$ cat src/rtl/darkuart_rx_if.sv
// darkuart_rx_if: register-side bus of the UART receiver.
// slave  = receiver (drives data/status), master = SoC I/O decoder.
// RX_PERR exists only when DARKUART_RX_PARITY_EN is defined.
interface darkuart_rx_if #(
    parameter int LW = 3
);
    logic          RX_RD;
    logic          RX_CLR;
    logic [7:0]    RX_DATA;
    logic          RX_VALID;
    logic [LW-1:0] RX_LEVEL;
    logic          RX_OVR;
    logic          RX_FERR;
`ifdef DARKUART_RX_PARITY_EN
    logic          RX_PERR;

    modport slave  (input  RX_RD, RX_CLR,
                    output RX_DATA, RX_VALID, RX_LEVEL, RX_OVR, RX_FERR, RX_PERR);
    modport master (output RX_RD, RX_CLR,
                    input  RX_DATA, RX_VALID, RX_LEVEL, RX_OVR, RX_FERR, RX_PERR);
`else
    modport slave  (input  RX_RD, RX_CLR,
                    output RX_DATA, RX_VALID, RX_LEVEL, RX_OVR, RX_FERR);
    modport master (output RX_RD, RX_CLR,
                    input  RX_DATA, RX_VALID, RX_LEVEL, RX_OVR, RX_FERR);
`endif
endinterface

$ cat src/rtl/darkuart_rx.sv
// darkuart_rx: UART receive front end (8N1, or 8E1 with DARKUART_RX_PARITY_EN)
// with a small receive FIFO and sticky overrun / framing / parity flags.
//
// state  | meaning
// IDLE   | waiting for a falling edge on the synchronised line
// START  | counting to the start-bit centre, rejecting glitches
// DATA   | sampling 8 data bits LSB first
// PARITY | sampling the even-parity bit (parity build only)
// STOP   | sampling the stop bit, pushing or flagging the byte
module darkuart_rx #(
    parameter int BAUD_DIV   = 868,
    parameter int FIFO_DEPTH = 4,
    parameter int LW         = 3
) (
    input  logic            XCLK,
    input  logic            XRES,
    input  logic            UART_RXD,
    darkuart_rx_if.slave    bus
);
    localparam int DW = $clog2(BAUD_DIV);
    localparam int AW = LW - 1;
    localparam logic [DW-1:0] DIV_FULL = DW'(BAUD_DIV - 1);
    localparam logic [DW-1:0] DIV_HALF = DW'(BAUD_DIV / 2 - 1);

    typedef enum logic [2:0] {
        IDLE, START, DATA, STOP
`ifdef DARKUART_RX_PARITY_EN
        , PARITY
`endif
    } state_t;

    state_t        state, state_nxt;
    logic [DW-1:0] div, div_nxt;
    logic [2:0]    bit_idx, bit_nxt;
    logic [7:0]    shift, shift_nxt;
    logic          rx_meta, rxs, rxs_q;
    logic          start_det, push, ferr_set, perr_set;

    logic [7:0]    mem [FIFO_DEPTH];
    logic [LW-1:0] wr_ptr, rd_ptr;
    logic          empty, full, do_pop, do_push, ovr_set;
    logic          ovr, ferr, perr;

    // Two-flop synchroniser plus an edge flop; reset to the idle-high level.
    always_ff @(posedge XCLK) begin
        if (XRES) begin
            rx_meta <= 1'b1;
            rxs     <= 1'b1;
            rxs_q   <= 1'b1;
        end else begin
            rx_meta <= UART_RXD;
            rxs     <= rx_meta;
            rxs_q   <= rxs;
        end
    end

    assign start_det = !rxs && rxs_q;

    // Receiver state and bit-timing registers.
    always_ff @(posedge XCLK) begin
        if (XRES) begin
            state   <= IDLE;
            div     <= '0;
            bit_idx <= '0;
            shift   <= '0;
        end else begin
            state   <= state_nxt;
            div     <= div_nxt;
            bit_idx <= bit_nxt;
            shift   <= shift_nxt;
        end
    end

    // Next-state, bit timing and per-frame push/error decisions.
    always_comb begin
        state_nxt = state;
        div_nxt   = div;
        bit_nxt   = bit_idx;
        shift_nxt = shift;
        push      = 1'b0;
        ferr_set  = 1'b0;
        perr_set  = 1'b0;
        case (state)
            IDLE: begin
                if (start_det) begin
                    div_nxt   = DIV_HALF;
                    state_nxt = START;
                end
            end
            START: begin
                if (div == '0) begin
                    if (!rxs) begin
                        div_nxt   = DIV_FULL;
                        bit_nxt   = 3'd0;
                        state_nxt = DATA;
                    end else begin
                        state_nxt = IDLE;
                    end
                end else begin
                    div_nxt = div - 1'b1;
                end
            end
            DATA: begin
                if (div == '0) begin
                    shift_nxt = {rxs, shift[7:1]};
                    div_nxt   = DIV_FULL;
                    bit_nxt   = bit_idx + 3'd1;
                    if (bit_idx == 3'd7) begin
`ifdef DARKUART_RX_PARITY_EN
                        state_nxt = PARITY;
`else
                        state_nxt = STOP;
`endif
                    end
                end else begin
                    div_nxt = div - 1'b1;
                end
            end
`ifdef DARKUART_RX_PARITY_EN
            PARITY: begin
                if (div == '0) begin
                    perr_set  = (^shift) ^ rxs;
                    div_nxt   = DIV_FULL;
                    state_nxt = STOP;
                end else begin
                    div_nxt = div - 1'b1;
                end
            end
`endif
            STOP: begin
                if (div == '0) begin
                    if (rxs) push = 1'b1;
                    else     ferr_set = 1'b1;
                    state_nxt = IDLE;
                end else begin
                    div_nxt = div - 1'b1;
                end
            end
            default: state_nxt = IDLE;
        endcase
    end

    // A pop on an empty FIFO is ignored; a push into a full FIFO only
    // succeeds when a pop frees the head slot in the same cycle.
    assign empty   = (wr_ptr == rd_ptr);
    assign full    = (wr_ptr[AW] != rd_ptr[AW]) && (wr_ptr[AW-1:0] == rd_ptr[AW-1:0]);
    assign do_pop  = bus.RX_RD && !empty;
    assign do_push = push && (!full || do_pop);
    assign ovr_set = push && full && !do_pop;

    // FIFO pointers.
    always_ff @(posedge XCLK) begin
        if (XRES) begin
            wr_ptr <= '0;
            rd_ptr <= '0;
        end else begin
            if (do_push) wr_ptr <= wr_ptr + 1'b1;
            if (do_pop)  rd_ptr <= rd_ptr + 1'b1;
        end
    end

    // FIFO storage; contents are don't-care until written, RX_DATA is gated.
    always_ff @(posedge XCLK) begin
        if (do_push) mem[wr_ptr[AW-1:0]] <= shift;
    end

    // Sticky status flags; a set in the same cycle as RX_CLR wins.
    always_ff @(posedge XCLK) begin
        if (XRES) begin
            ovr  <= 1'b0;
            ferr <= 1'b0;
            perr <= 1'b0;
        end else begin
            ovr  <= ovr_set  | (ovr  & !bus.RX_CLR);
            ferr <= ferr_set | (ferr & !bus.RX_CLR);
            perr <= perr_set | (perr & !bus.RX_CLR);
        end
    end

    assign bus.RX_DATA  = empty ? 8'h00 : mem[rd_ptr[AW-1:0]];
    assign bus.RX_VALID = !empty;
    assign bus.RX_LEVEL = wr_ptr - rd_ptr;
    assign bus.RX_OVR   = ovr;
    assign bus.RX_FERR  = ferr;
`ifdef DARKUART_RX_PARITY_EN
    assign bus.RX_PERR  = perr;
`else
    logic unused_perr;
    assign unused_perr = perr;
`endif
endmodule

$ cat src/flat_wrapper.sv
// flat-port wrapper written by rule: the top's interface ports become plain ports
module darkuart_rx_flat 
#(
    parameter int BAUD_DIV   = 868,
    parameter int FIFO_DEPTH = 4,
    parameter int LW         = 3
)
  (XCLK, XRES, UART_RXD, bus_RX_RD, bus_RX_CLR, bus_RX_DATA, bus_RX_VALID, bus_RX_LEVEL, bus_RX_OVR, bus_RX_FERR);
  darkuart_rx_if #(.LW(LW)) bus_i ();
  input  logic XCLK;
  input  logic XRES;
  input  logic UART_RXD;
  input wire logic [$bits(bus_i.RX_RD)-1:0] bus_RX_RD;
  input wire logic [$bits(bus_i.RX_CLR)-1:0] bus_RX_CLR;
  output wire logic [$bits(bus_i.RX_DATA)-1:0] bus_RX_DATA;
  output wire logic [$bits(bus_i.RX_VALID)-1:0] bus_RX_VALID;
  output wire logic [$bits(bus_i.RX_LEVEL)-1:0] bus_RX_LEVEL;
  output wire logic [$bits(bus_i.RX_OVR)-1:0] bus_RX_OVR;
  output wire logic [$bits(bus_i.RX_FERR)-1:0] bus_RX_FERR;
  assign bus_i.RX_RD = bus_RX_RD;
  assign bus_i.RX_CLR = bus_RX_CLR;
  assign bus_RX_DATA = bus_i.RX_DATA;
  assign bus_RX_VALID = bus_i.RX_VALID;
  assign bus_RX_LEVEL = bus_i.RX_LEVEL;
  assign bus_RX_OVR = bus_i.RX_OVR;
  assign bus_RX_FERR = bus_i.RX_FERR;
  darkuart_rx #(.BAUD_DIV(BAUD_DIV), .FIFO_DEPTH(FIFO_DEPTH), .LW(LW)) u_core (.XCLK(XCLK), .XRES(XRES), .UART_RXD(UART_RXD), .bus(bus_i));
endmodule
$ cat config.mk
export PLATFORM = sky130hd
export DESIGN_NAME = darkuart_rx_flat
export DESIGN_NICKNAME = d
export VERILOG_FILES = /design/src/rtl/darkuart_rx_if.sv /design/src/rtl/darkuart_rx.sv /design/src/flat_wrapper.sv
export SDC_FILE = /design/constraint.sdc
export NUM_CORES = 1
export LEC_CHECK = 0
export ABC_CLOCK_PERIOD_IN_PS = 4600
export CAP_MARGIN = 20
export CORE_AREA = 2 2 84 86
export DETAILED_ROUTE_END_ITERATION = 7
export DIE_AREA = 0 0 86 88
export PLACE_DENSITY = 0.67
export SYNTH_ARGS = -nofsm -noshare
export SYNTH_HDL_FRONTEND = slang
export SYNTH_SLANG_ARGS = --single-unit
$ cat constraint.sdc
create_clock -name XCLK -period 4.6 [get_ports XCLK]
set_clock_uncertainty 0.1 [all_clocks]
set_input_delay 1.15 -clock XCLK [delete_from_list [all_inputs] [get_ports XCLK]]
set_output_delay 1.15 -clock XCLK [all_outputs]
set_load 0.005 [all_outputs]
==> out/metrics.cfg <==
[outcome]
run_status=completed

[worst_hold_path]
hold_depth=1
min_from=u_core.rx_meta$_SDFF_PP1_
worstHoldPathType=reg2reg
hold_path_end=u_core.rxs$_SDFF_PP1_

[worst_setup_path]
crit_start=u_core.wr_ptr[0]$_SDFFE_PP0P_
worstSetupStartpointType=flip-flop
cp.arrival_ps=2330
reg2reg_depth=5
critPathKind=reg2out
r2r_slack_ps=1770
cp_max_fo=9
r2r-end=u_core.mem[1][0]$_DFFE_PP_
crit_required_ps=3350
crit-reg2reg-launch=u_core.div[0]$_SDFFE_PP0P_
cp-end-kind=primary output

[final_layout]
area_delta_synth_final_pct=14.1
drive_above_1_share_pct=11.8
antenna_cells=0
fill_cells=581
final_cell_area_um2=3700
nets=330
multiInputGateArea_um2=1440
seq_area_um2=1680

[cts]
cts_max_level=3
cts_buffers=9
cts_root_buf=clkbuf_8
clk_latency_ps=340
path_clk_slew_ps=80
holdBufCountCts=0
clock_sinks=68
cts_tree=done
clock_path_buffers=2
cts_resized=0
cts_setup_buffers=0

[die]
io_pins=19
start_util_pct=48.8
core-area_um2=6640
die_w_um=86
core.rowCount=30
die-area_um2=7570
die_h_um=88

[drt]
drtIter0Drc=136
wl_per_cell_um=15.6
firstDrtPassIters=4
final_antenna_net_count=0
drt_wl_total_mm=6.16
via_count=2274
vias_per_cell=5.77
drcViolationCount=0

[synthesis]
synth_top_area_cell=edfxtp_1
syn_area_per_cell_um2=11.2
synth_edf_count=32
ys_seq_elements=68
synth_common_cells=dfxtp_1 (36), edfxtp_1 (32), a21oi_1 (26)
ys_top_cells_by_area=edfxtp_1 (30%), dfxtp_1 (22%), ha_1 (5.8%), mux4_2 (5.6%), a21oi_1 (4.0%)
synth_seq_area_share_pct=51.9
synth.top_cell.area_share_pct=29.6
synth_flop_cell=dfxtp_1
yosysMostFrequentCell=dfxtp_1
syn_nets=311
async_flop_share_pct=0
synth_cell_type_count=58
post_synth_instance_area_um2=3240
ys_warn_count=0
syn_inst=290

[sta]
fmax_ghz=0.279
tightest_slew_ps=887
rsz0062_at_grt=no
relSlewSlack_pct=40.5
finalCritPeriodShare_pct=77.8
setup_tns_ps=0
slew_viol_final=0
worst_slack_ps=1020
setup-violations-final=0
hold_violations=0
layout_min_cycle_time_ps=3580

[power_and_ir_drop]
p_seq_share_pct=44.4
p_comb_share_pct=22.1
p_int_mw=1.03
p_clk_share_pct=33.5
p_per_area_nw_per_um2=413
p_switching_uw=500
peakVddDrop_mv=0.249
power_leakage_nw=1.38
switching_share_pct=32.7

[placement]
dp_slack_ps=1320
placed_cell_area_um2=3490
gp_congestion=0.857
port_buffers=18
dp_hpwl_mm=4.18

[global_routing]
antenna_found_initial=0
grt_overflow=0
grtUsageTotal_pct=17.4
grt_pass1_vias=2084
grt_pass1_wl_mm=10.1
grt_max_degree=34

[run]
max-cap-violations=0

## worst max-delay path, stage by stage, from the launching register on
cell and delay (ps):
dfxtp_1 380, inv_1 110, ha_1 310, nand2_1 120, nor2_1 500, nor2b_1 110, clkdlybuf4s50_1 470
## how the worst max path moves through the flow
stage | endpoint
floorplan | bus_RX_DATA[0]
global placement | bus_RX_DATA[5]
detailed placement | bus_RX_DATA[1]
CTS | bus_RX_DATA[4]
global route | bus_RX_DATA[6]
finish | bus_RX_DATA[4]
## registers in the layout, summed over array words and instances, names as in the netlist, named ones only
signal	flops
u_core.shift	8
u_core.rxs_q	1
u_core.bit_idx	3
u_core.rxs	1
u_core.rd_ptr	3
u_core.bus.RX_FERR	1
u_core.state	2
u_core.bus.RX_OVR	1
u_core.mem	32
u_core.wr_ptr	3
u_core.div	10
u_core.rx_meta	1
## power groups by stage
stage               clock network, mW  registers [mW]  logic [mW]
CTS                             0.527           0.678       0.336
global route                    0.551           0.681       0.372
detailed placement                  0           0.692       0.335
finish                          0.513           0.679       0.338
global placement                    0           0.691       0.332
floorplan                           0           0.684       0.270
## final cells by class
cell class / count / share of cell area (%)
clock buffer: 9 / 3.35
clock inverter: 7 / 2.23
inverter: 19 / 1.93
multi-input combinational: 190 / 38.9
sequential: 68 / 45.5
tap: 80 / 2.71
timing repair buffer: 21 / 5.48
## kinds of logic after synthesis
group	share of synthesized area, %
compound gates	13.7
xor+xnor	1.35
fa+ha+maj	6.41
buf+inv	3.78
flops	51.9
mux	6.48
simple gates	16.4
## stage by stage
stage	power [mW]	hold WS (ps)	util (%)	std cells
final	1.53	325	55.7	394
after global routing	1.60	336	55.7	394
after CTS	1.54	327	55.7	394
after detailed placement	1.03	302	52.6	378
after global placement	1.02	292	52.6	378
after floorplan	0.954	289	-	290
## layer usage
layer  track usage (%)  share of wire (%)
met5                 0                  0
met3              3.68                4.9
met1              22.0                 47
met2              28.6                 47
met4              8.66                1.6
## cell usage in the layout (no fill, tap or decap), drive strengths merged, types with 3 or more instances in the layout
master,count
nor2,14
xor2,3
nand2,15
dfxtp,36
o31ai,3
mux4,8
nor4,5
nand4,3
clkbuf,9
buf,3
o21ai,6
or4,6
a21oi,26
and3,4
nor2b,11
nand3,12
clkdlybuf4s50,18
a211o,3
ha,15
a31oi,3
nor3,10
mux2i,3
edfxtp,32
inv,23
or2,3
Note: power is estimated with default switching activity, not from simulation.
